`config.mk`:
```
export PLATFORM = sky130hd
export DESIGN_NAME = online_softmax_stage
export DESIGN_NICKNAME = d
export VERILOG_FILES = /design/src/rtl/online_softmax_stage_pkg.sv /design/src/rtl/online_softmax_stage_pow2_neg.sv /design/src/rtl/online_softmax_stage.sv
export SDC_FILE = /design/constraint.sdc
export NUM_CORES = 1
export LEC_CHECK = 0
export BUFFER_PORTS_ARGS = -buffer_cell sky130_fd_sc_hd__buf_2
export CAP_MARGIN = 20
export CORE_MARGIN = 4
export CORE_UTILIZATION = 40
export CTS_CLUSTER_SIZE = 40
export DETAILED_ROUTE_END_ITERATION = 6
export SLEW_MARGIN = 15
export SYNTH_ARGS = -nofsm -noshare
export SYNTH_HDL_FRONTEND = slang
export SYNTH_SLANG_ARGS = --single-unit
export TNS_END_PERCENT = 20
```
`constraint.sdc`:
```
create_clock -name clk -period 39.1 [get_ports clk]
set_clock_uncertainty 0.2 [all_clocks]
set_input_delay 9.775 -clock clk [delete_from_list [all_inputs] [get_ports clk]]
set_output_delay 9.775 -clock clk [all_outputs]
set_load 0.1 [all_outputs]
```
`src/rtl/online_softmax_stage_pkg.sv`:
```
// Shared types and defaults for the online-softmax stage.
// The typedefs describe the default configuration; the top derives its port widths from its parameters.
package online_softmax_stage_pkg;

  localparam int INT_WIDTH      = 16;
  localparam int FRAC_W_DEFAULT = 15;
  localparam int SUM_W_DEFAULT  = FRAC_W_DEFAULT + 8;

  typedef logic signed [INT_WIDTH-1:0] int_t;
  typedef logic [FRAC_W_DEFAULT:0]     exp_t;
  typedef logic [SUM_W_DEFAULT-1:0]    sum_t;

  typedef enum logic {
    ROW_START,
    ROW_ACTIVE
  } row_state_e;

endpackage

```
`src/rtl/online_softmax_stage_pow2_neg.sv`:
```
// Saturating 2^-d in Q1.FRAC_W: ONE >> d, or zero once d exceeds FRAC_W.
module pow2_neg #(
  parameter int FRAC_W  = 15,
  parameter int SHIFT_W = 17
) (
  input  logic [SHIFT_W-1:0] shamt,
  output logic [FRAC_W:0]    val
);

  localparam logic [FRAC_W:0] ONE = {1'b1, {FRAC_W{1'b0}}};

  always_comb begin
    val = '0;
    if (shamt <= SHIFT_W'(FRAC_W)) val = ONE >> shamt;
  end

endmodule

```
`src/rtl/online_softmax_stage.sv`:
```
// One step of online softmax: tracks the row max and running denominator,
// emitting p = 2^(s-m) and the rescale factor for earlier accumulators.
module online_softmax_stage
  import online_softmax_stage_pkg::*;
#(
  parameter int FRAC_W = FRAC_W_DEFAULT,
  parameter int SUM_W  = FRAC_W + 8
) (
  input  logic              clk,
  input  logic              rst,
  input  logic              vld_in,
  output logic              rdy_out,
  input  int_t              s_in,
  input  logic              last_in,
  output logic              vld_out,
  input  logic              rdy_in,
  output logic [FRAC_W:0]   p_out,
  output logic [FRAC_W:0]   alpha_out,
  output int_t              m_out,
  output logic [SUM_W-1:0]  l_out,
  output logic              last_out
);

  localparam int DIFF_W = INT_WIDTH + 1;
  localparam int PROD_W = SUM_W + FRAC_W + 1;
  localparam logic [FRAC_W:0]  ONE     = {1'b1, {FRAC_W{1'b0}}};
  localparam logic [SUM_W-1:0] SUM_MAX = '1;

  row_state_e       state_q, state_d;
  logic             vld_q, vld_d, last_q, last_d;
  logic [FRAC_W:0]  p_q, p_d, alpha_q, alpha_d;
  int_t             m_q, m_d;
  logic [SUM_W-1:0] l_q, l_d;

  logic                     accept, is_first;
  int_t                     m_max;
  logic signed [DIFF_W-1:0] d_p, d_a;
  logic [FRAC_W:0]          p_shift, alpha_shift, p_new, alpha_new;
  logic [PROD_W-1:0]        prod;
  logic [SUM_W:0]           l_sum;
  logic [SUM_W-1:0]         l_new;

  assign rdy_out  = !vld_q || rdy_in;
  assign accept   = vld_in && rdy_out;
  assign is_first = (state_q == ROW_START);

  // The output registers double as the row state, so m/l only move on acceptance.
  assign m_max = (s_in > m_q) ? s_in : m_q;
  assign d_p   = $signed({m_max[INT_WIDTH-1], m_max}) - $signed({s_in[INT_WIDTH-1], s_in});
  assign d_a   = $signed({m_max[INT_WIDTH-1], m_max}) - $signed({m_q[INT_WIDTH-1], m_q});

  pow2_neg #(.FRAC_W(FRAC_W), .SHIFT_W(DIFF_W)) u_pow2_p (
    .shamt ($unsigned(d_p)),
    .val   (p_shift)
  );

  pow2_neg #(.FRAC_W(FRAC_W), .SHIFT_W(DIFF_W)) u_pow2_alpha (
    .shamt ($unsigned(d_a)),
    .val   (alpha_shift)
  );

  assign p_new     = is_first ? ONE : p_shift;
  assign alpha_new = is_first ? '0  : alpha_shift;
  assign prod      = PROD_W'(l_q) * PROD_W'(alpha_new);
  assign l_sum     = {1'b0, prod[FRAC_W +: SUM_W]} + (SUM_W+1)'(p_new);
  assign l_new     = is_first ? SUM_W'(ONE) : (l_sum[SUM_W] ? SUM_MAX : l_sum[SUM_W-1:0]);

  always_comb begin
    // NOTE: every _d starts as its _q so no path leaves a variable unassigned (no latches).
    state_d = state_q;
    vld_d   = vld_q;
    p_d     = p_q;
    alpha_d = alpha_q;
    m_d     = m_q;
    l_d     = l_q;
    last_d  = last_q;
    if (accept) begin
      vld_d   = 1'b1;
      p_d     = p_new;
      alpha_d = alpha_new;
      m_d     = is_first ? s_in : m_max;
      l_d     = l_new;
      last_d  = last_in;
      state_d = last_in ? ROW_START : ROW_ACTIVE;
    end else if (rdy_in) begin
      vld_d = 1'b0;
    end
  end

  // NOTE: state updates use non-blocking assignments so all flops sample together.
  always_ff @(posedge clk or posedge rst) begin
    if (rst) begin
      state_q <= ROW_START;
      vld_q   <= 1'b0;
      p_q     <= '0;
      alpha_q <= '0;
      m_q     <= '0;
      l_q     <= '0;
      last_q  <= 1'b0;
    end else begin
      state_q <= state_d;
      vld_q   <= vld_d;
      p_q     <= p_d;
      alpha_q <= alpha_d;
      m_q     <= m_d;
      l_q     <= l_d;
      last_q  <= last_d;
    end
  end

  assign vld_out   = vld_q;
  assign p_out     = p_q;
  assign alpha_out = alpha_q;
  assign m_out     = m_q;
  assign l_out     = l_q;
  assign last_out  = last_q;

endmodule

```
==> results of run 1 <==
[cell type report]
type	count	share of cell area
clock buffer	11	0.0125
clock inverter	5	0.00323
inverter	366	0.0710
tap	592	0.0383
sequential	74	0.0957
timing repair buffer	128	0.0385
multi-input combinational	1573	0.741
[cells in the final DEF (no fill, tap or decap), types with 5 or more instances in the layout]
cell,instances
buf_4,33
nand3_1,218
nand2_1,158
fa_1,293
xnor2_1,35
ha_1,168
a21boi_0,6
a211oi_1,10
o211ai_1,6
and3_1,70
mux2i_1,21
a221o_1,9
clkbuf_16,9
inv_1,365
nand3b_1,5
o31ai_1,26
buf_2,94
dfrtp_1,74
o21bai_1,5
a21oi_1,67
nand2b_1,16
a31oi_1,7
xor2_1,21
o21a_1,19
nand4_1,12
nor2b_1,9
o22ai_1,6
nor3_1,19
o21ai_0,79
nor2_1,160
o221a_2,12
or2_2,5
a21o_1,27
[through the flow]
step	hold WS, ns	std cells	util	instance area, um^2
global route	0.302	2749	0.437	19400
floorplan	0.486	2141	-	18000
global placement	0.254	2731	0.429	19000
finish	0.275	2749	0.437	19400
CTS	0.280	2747	0.436	19300
detailed placement	0.265	2731	0.429	19000
[per-layer routing]
layer  routed length (um)  share of wire  track usage
met1                24200           0.44        0.327
met2                25900           0.47        0.383
met3                 3750          0.068       0.0282
met4                 1180          0.021       0.0544
met5                    0              0            0
[path summary, 6_finish.rpt]
path	from	endpoint	slack, ns	cells after the start
worst max register to register	m_out[1]	l_out[19]	23.98	54
worst max-delay path	s_in[1]	l_out[19]	14.98	54
max in group asynchronous	rst	l_out[9]	28.85	4
min in group asynchronous	rst	alpha_out[9]	9.24	3
worst min-delay path	last_out	last_out	0.27	2
worst min register to register	last_out	last_out	0.27	2
[sequential cells by signal, summed over array words and instances, names as in the netlist]
| name | flops |
|---|---|
| l_out | 23 |
| alpha_out | 16 |
| m_out | 16 |
| p_out | 16 |
| last_out | 1 |
| state_q | 1 |
| vld_out | 1 |
[tightest hold or removal path: cells and delay by family, from the launching register on]
family,cells,cell delay (ns)
DFF,1,0.34
and+or+nand+nor,2,0.11
[power by group through the flow]
stage                     registers [mW]  logic [mW]  clock network (mW)
final                             0.0984       0.561              0.0885
after global routing              0.0991       0.602              0.0936
after CTS                         0.0981       0.552              0.0905
after detailed placement          0.0995       0.549                   0
after global placement            0.0996       0.547                   0
after floorplan                    0.153       0.340                   0
[Yosys cell counts, types with 16 or more instances]
library cell,n
inv_1,366
fa_1,293
nand3_1,218
ha_1,168
nor2_1,164
nand2_1,159
clkbuf_1,114
o21ai_0,79
dfrtp_1,74
and3_1,71
a21oi_1,68
xnor2_1,35
a21o_1,27
o31ai_1,26
mux2i_1,21
xor2_1,21
nor3_1,19
o21a_1,19
nand2b_1,16
[logic make-up after synthesis]
kind of cell,Yosys count,synth area share
mux,23,0.0129
fa+ha+maj,461,0.442
simple gates,713,0.190
xor+xnor,57,0.0286
compound gates,319,0.119
flops,74,0.103
buf+inv,494,0.103
==> metrics.txt, run 1 <==
outcome=finished clean; fillcell total=4435; maxcap violations=0; crit-path max cell delay=0.61 ns; DRC Markers=0; vias in the first global route=16200; Final nets=2634; Req. time, crit path=39.14 ns; postcts setup bufs=0; Routed Antenna Nets=0; CP top delay family=compound AO/OA/AOI/OAI gates; RSZ-0062 raised after global routing=false; critical path class=in2reg; startpoint types=primary input; final wirelength=55000 um; Final HPWL DP=41600 um; Peak VDD IR=0.0000972 V; Placer Congestion=0.934; sw frac=0.634; Reg power frac=0.132; Die ar.=48500 um^2; largest cells by area after synthesis=fa_1, ha_1, dfrtp_1; Setup-failing EPs final=0; worst-skew pair later-pin latency=0.36 ns; Slew @ Worst Pin=1.05 ns; Pleak=9.55 nW; Yosys cell types=76; max frequency=0.0415 GHz; # diodes=0; vias=15500; register area=1850 um^2; cell chosen for the clock root=clkbuf_16; CTS buffer count=9; combinational cell fraction of total power=0.750; Synth Net Count=2623; Die Span Y=220 um; aggregate global-route resource usage=0.232; largest net degree at the start of global routing=89; Max clock buf depth=2; Min Clock Period, post-route=24.12 ns; post-synthesis cell count=2141; syn avg cell area=8.41 um^2; Synthesis Warnings=0; Core Footprint=44300 um^2; Setup WS post-layout=14.98 ns; CP max FO=67; clock sinks=74; Slew Limit Fails=0; Post-Place Worst Slack=14.76 ns; PnR Total Power=0.748 mW; Worst-path clk slew=0.06 ns; TritonCTS clock tree=yes; CP Buf/Inv Count=7; Primary FF master, synth=dfrtp_1; Slew headroom=0.302; I/O Buffers=94; Yosys reg bits=74; Netlist Area Pre-Place=18000 um^2; Period Utilization, post-route=0.617; ratio of cells with drive above 1 in the final layout=0.0858; post-synth top area cell=fa_1; Power Density=38.6 nW/um^2; Worst EP arrival=24.15 ns; most numerous cell on the critical path=fa_1; sequential cell area fraction in the yosys report=0.103; Hold/Removal Path Class=reg2reg; routed vias/inst=5.63; grt ovf=0; setup tns final=0 ns; slowest stage cell, crit path=a2111oi_0; area delta synth->final=7.50%; num rows=77; Synth async-reset ratio=1.00; Post-CTS Hold Buffers=0; crit end category=flip-flop; switching power=0.474 mW; initial antenna violation count=0; first-pass detailed-route iteration total=5; cts repair resizes=0; first-pass GRT wire length=89000 um; multi-input logic area=14300 um^2; Clock Power Share=0.118; Starting DRT DRC Count=1207; Routed WL per cell=20.0 um; EDFF count, synth=0; DIE WIDTH=220 um; H-tree levels=3; Final Hold Fails=0; area share of the largest cell type after synthesis=0.326; Initial Utilization=0.406; Int Power=0.273 mW; Boundary Pins=95
Power figures use the tool's default switching activity.
==> run 2: changes to the inputs <==
==> constraint.sdc (replaced) <==
create_clock -name clk -period 22.4 [get_ports clk]
set_clock_uncertainty 0.2 [all_clocks]
set_input_delay 5.6 -clock clk [delete_from_list [all_inputs] [get_ports clk]]
set_output_delay 5.6 -clock clk [all_outputs]
set_load 0.1 [all_outputs]
==> run 2 against run 1 <==
Worst hold slack gained 0.0017 ns. Design area fell by 0.25%. Global-route usage shrank 0.25 points. Total power up 74%. Sequential power increased by 80%. First-iteration DRC count fell by 1.4%. Sequential cell count did not move. Critical endpoint is now l_out[11]. Non-clock buffer count is 9 lower.
==> metrics.txt, run 2 (synthesis gave the netlist of run 1 again) <==
R2R setup slack=7.24 ns; crit end category=flip-flop; DRC Markers=0; slowest stage cell, crit path=or4_4; final core utilization=0.436; Max clock buf depth=2; postcts setup bufs=0; startpoint types=primary input; grt ovf=0; most numerous cell on the critical path=fa_1; Final nets=2625; Slew headroom=0.208; Period Utilization, post-route=0.894; met1 GRT Util=0.327; Die ar.=48500 um^2; GR Util met2=0.376; Req. time, crit path=22.49 ns; Slew Limit Fails=0; Int Power=0.487 mW; max frequency=0.0499 GHz; outcome=finished clean; hold slack final=0.276 ns; first-pass GRT wire length=88600 um; vias=15500; reg2reg end=l_out[11]; I/O Buffers=94; Clock Power Share=0.126; Setup WS post-layout=2.37 ns; Post-CTS Hold Buffers=0; maxcap violations=0; clock sinks=74; switching power=0.816 mW; # diodes=0; Core Footprint=44300 um^2; reg2reg start=m_out[1]; Placed Area=19000 um^2; Design Area, Final=19300 um^2; Worst EP arrival=20.12 ns; Global Route met3 Usage=0.0288; H-tree levels=3; sw frac=0.626; Worst-path clk slew=0.07 ns; first-pass detailed-route iteration total=5; Final Hold Fails=0; num rows=77; vias in the first global route=16100; Hold Path End=alpha_out[7]; TritonCTS clock tree=yes; ratio of cells with drive above 1 in the final layout=0.0819; most frequent cells in the layout=inv_1, fa_1, nand3_1, ha_1, nor2_1; CTS buffer count=9; Die Span Y=220 um; commonest non-fill, non-tap cell in the layout=inv_1; worst-skew pair later-pin latency=0.35 ns; Placer Congestion=0.918; Starting DRT DRC Count=1190; Finished Layout Cells=2740; Reg power frac=0.135; Slew @ Worst Pin=1.18 ns; crit-path max cell delay=0.62 ns; Setup-failing EPs final=0; area delta synth->final=7.23%; Hold/Removal Path Class=reg2reg; Routed WL per cell=19.7 um; Boundary Pins=95; RSZ-0062 raised after global routing=false; Most Used Layer, Global Route=met2; Initial Utilization=0.406; critical path class=in2reg; CP max FO=34; initial antenna violation count=0; Final HPWL DP=41500 um; hold_sp=alpha_out[7]; Power Density=67.5 nW/um^2; Peak VDD IR=0.000180 V; DIE WIDTH=220 um; routed vias/inst=5.65; combinational cell fraction of total power=0.738; Routed Antenna Nets=0; Pleak=9.51 nW; largest net degree at the start of global routing=85; setup tns final=0 ns; Post-Place Worst Slack=2.17 ns; final wirelength=54100 um; cell chosen for the clock root=clkbuf_16; Min Clock Period, post-route=20.03 ns; Worst Reg2Reg Path Length in Cells=50; hold-critical path depth=2; aggregate global-route resource usage=0.229; max reg flops=23; PnR Total Power=1.30 mW; placed insts=2723; cts repair resizes=0
-- run 2: cell count changes in the layout (fill, tap and decap cells not counted) --
cell / before / now
clkbuf_1: 1 / 2
bufinv_16: 1 / 2
buf_4: 33 / 24
inv_6: 1 / 0
nand2b_2: 0 / 1
clkinv_4: 1 / 0
nand2b_1: 16 / 15
-- run 2: power groups by stage --
stage,Sequential (mW),Clock [mW],Combinational [mW]
final,0.177,0.164,0.962
after global routing,0.179,0.173,1.04
after CTS,0.176,0.168,0.953
after detailed placement,0.179,0,0.949
after global placement,0.179,0,0.948
after floorplan,0.268,0,0.594
-- run 2: layer usage --
| layer | vias up | part of all wire |
|---|---|---|
| met5 | - | 0 |
| met4 | 0 | 0.021 |
| met3 | 70 | 0.070 |
| met2 | 615 | 0.47 |
| met1 | 7766 | 0.44 |
| li1 | 7039 | - |
-- run 2: worst max-delay path: cells and delay by family --
family / cells / cell delay (ns)
simple gates: 9 / 2.59
xor+xnor: 1 / 0.19
buf+inv: 5 / 0.75
mux: 1 / 0.16
compound gates: 23 / 5.95
fa+ha+maj: 11 / 4.85
-- run 2: worst max path at each step --
stage,to,slack (ns),cells past startpoint,startpoint
final,l_out[11],2.37,50,s_in[1]
after global routing,l_out[3],1.39,51,s_in[1]
after CTS,l_out[19],2.47,52,s_in[1]
after detailed placement,l_out[13],2.17,50,s_in[1]
after global placement,l_out[19],2.57,52,s_in[1]
after floorplan,l_out[19],4.15,54,s_in[1]
-- run 2: layout make-up --
class | instances | area [um^2]
repair buffers | 119 | 678
fillers | 4473 | 25000
clock inverters | 4 | 75.1
multi-input cells | 1573 | 14300
inverters | 366 | 1380
well taps | 592 | 741
clock buffers | 12 | 246
flip-flops and latches | 74 | 1850
==> run 3: changes to the inputs <==
--- a/config.mk
+++ b/config.mk
@@ -11,6 +11,7 @@
 export CORE_UTILIZATION = 40
 export CTS_CLUSTER_SIZE = 40
 export DETAILED_ROUTE_END_ITERATION = 6
+export PLACE_DENSITY = 0.67
 export SLEW_MARGIN = 15
 export SYNTH_ARGS = -nofsm -noshare
 export SYNTH_HDL_FRONTEND = slang
==> run 3 against run 2 <==
Global-route usage is 0.056 points lower. Clock power hardly changed. Critical endpoint is now l_out[10]. Largest cell class unchanged. Total power is 0.44% lower. Routed wire length hardly changed. Critical path type unchanged. Combinational power is 0.5% lower. Sequential power hardly changed. Via count is 0.74% higher. Critical path depth is 1 lower. Fmax is 0.55% higher. Core utilization hardly changed. Register-to-register slack better by 0.08 ns. Sequential share of layout area hardly changed. Largest power group unchanged.
==> metrics.txt, run 3 (synthesis gave the netlist of run 1 again) <==
Initial Utilization=0.406; Slew @ Worst Pin=1.03 ns; vias in the first global route=16200; Worst EP arrival=20.00 ns; cell chosen for the clock root=clkbuf_16; area delta synth->final=7.34%; Clock Power Share=0.127; routed vias/inst=5.69; placed insts=2724; Int Power=0.488 mW; Boundary Pins=95; postcts setup bufs=0; clock sinks=74; I/O Buffers=94; reg2reg start=m_out[1]; slowest stage cell, crit path=a2111oi_0; critical path class=in2reg; DIE WIDTH=220 um; grt ovf=0; Final nets=2627; worst setup path start=s_in[1]; largest net degree at the start of global routing=75; maxcap violations=0; Core Footprint=44300 um^2; Placer Congestion=0.937; Slew headroom=0.316; crit-path max cell delay=0.63 ns; switching power=0.809 mW; Setup-failing EPs final=0; Period Utilization, post-route=0.889; Max clock buf depth=2; most frequent cells in the layout=inv_1, fa_1, nand3_1, ha_1, nor2_1; RSZ-0062 raised after global routing=false; initial antenna violation count=0; outcome=finished clean; Finished Layout Cells=2741; most numerous cell on the critical path=fa_1; combinational cell fraction of total power=0.738; crit end category=flip-flop; Req. time, crit path=22.48 ns; Worst-path clk slew=0.06 ns; first-pass detailed-route iteration total=6; vias=15600; CP max FO=34; Reg power frac=0.136; Post-CTS Hold Buffers=0; # diodes=0; Die Span Y=220 um; commonest non-fill, non-tap cell in the layout=inv_1; CTS buffer count=9; first-pass GRT wire length=88300 um; DRC Markers=0; H-tree levels=3; startpoint types=primary input; Min Clock Period, post-route=19.92 ns; Pleak=9.53 nW; max reg flops=23; Final HPWL DP=41700 um; Die ar.=48500 um^2; sw frac=0.624; hold_sp=alpha_out[14]; Hold/Removal Path Class=reg2reg; cts repair resizes=0; ratio of cells with drive above 1 in the final layout=0.0828; num rows=77; TritonCTS clock tree=yes; worst-skew pair later-pin latency=0.35 ns; max frequency=0.0502 GHz; Peak VDD IR=0.000112 V; Final Hold Fails=0; Power Density=67.1 nW/um^2; Starting DRT DRC Count=1251; final wirelength=54100 um; Routed Antenna Nets=0; setup tns final=0 ns; aggregate global-route resource usage=0.228; Routed WL per cell=19.7 um; Slew Limit Fails=0
run 3: cell types whose count changed in the layout (fill, tap and decap cells not counted), sizes merged:
cell / before / now
buf: 119 / 121
clkbuf: 12 / 11
clkinv: 1 / 2
clkinvlp: 2 / 0
inv: 365 / 366
run 3: cell type report:
| type | instances | area (um^2) |
|---|---|---|
| repair buffers | 121 | 697 |
| well taps | 592 | 741 |
| inverters | 366 | 1380 |
| flip-flops and latches | 74 | 1850 |
| multi-input cells | 1573 | 14300 |
| fillers | 4426 | 25000 |
| clock inverters | 4 | 73.8 |
| clock buffers | 11 | 253 |
run 3: worst max-delay path, delay by kind of cell:
family	cells	cell delay [ns]
AOI/OAI and AO/OA	22	5.59
adders and majority gates	11	4.86
muxes	1	0.18
and+or+nand+nor	10	3.23
xor gates and xnor gates	1	0.21
buffers and inverters	4	0.28
run 3: worst paths after layout:
| path | cells past startpoint | endpoint | slack [ns] |
|---|---|---|---|
| max | 49 | l_out[10] | 2.48 |
| min | 2 | alpha_out[14] | 0.28 |
| max reg2reg | 49 | l_out[10] | 7.32 |
| min reg2reg | 2 | alpha_out[14] | 0.28 |
| max in group asynchronous | 4 | p_out[1] | 16.30 |
| min in group asynchronous | 3 | alpha_out[8] | 5.10 |
run 3: power by group through the flow:
stage                     logic [mW]  registers (mW)  clock network [mW]
after floorplan                0.594           0.268                   0
after global placement         0.928           0.178                   0
after detailed placement       0.935           0.177                   0
after CTS                      0.938           0.175               0.167
after global routing            1.03           0.178               0.173
final                          0.957           0.176               0.164
run 3: metal layers:
metal	vias up	global-route usage	share of wire
met3	82	0.0305	0.068
met4	0	0.0578	0.025
li1	7042	-	-
met2	589	0.379	0.48
met1	7892	0.319	0.43
met5	-	0	0
run 3: per-stage QoR:
step	setup slack, ns	total power [mW]	hold WS, ns	util	cell area (um^2)
2_1_floorplan	4.15	0.862	0.486	-	18000
3_3_place_gp	2.54	1.11	0.259	0.428	19000
3_5_place_dp	2.25	1.11	0.266	0.428	19000
4_1_cts	2.58	1.28	0.280	0.435	19300
5_1_grt	1.45	1.38	0.299	0.436	19300
6_report	2.48	1.30	0.279	0.436	19300
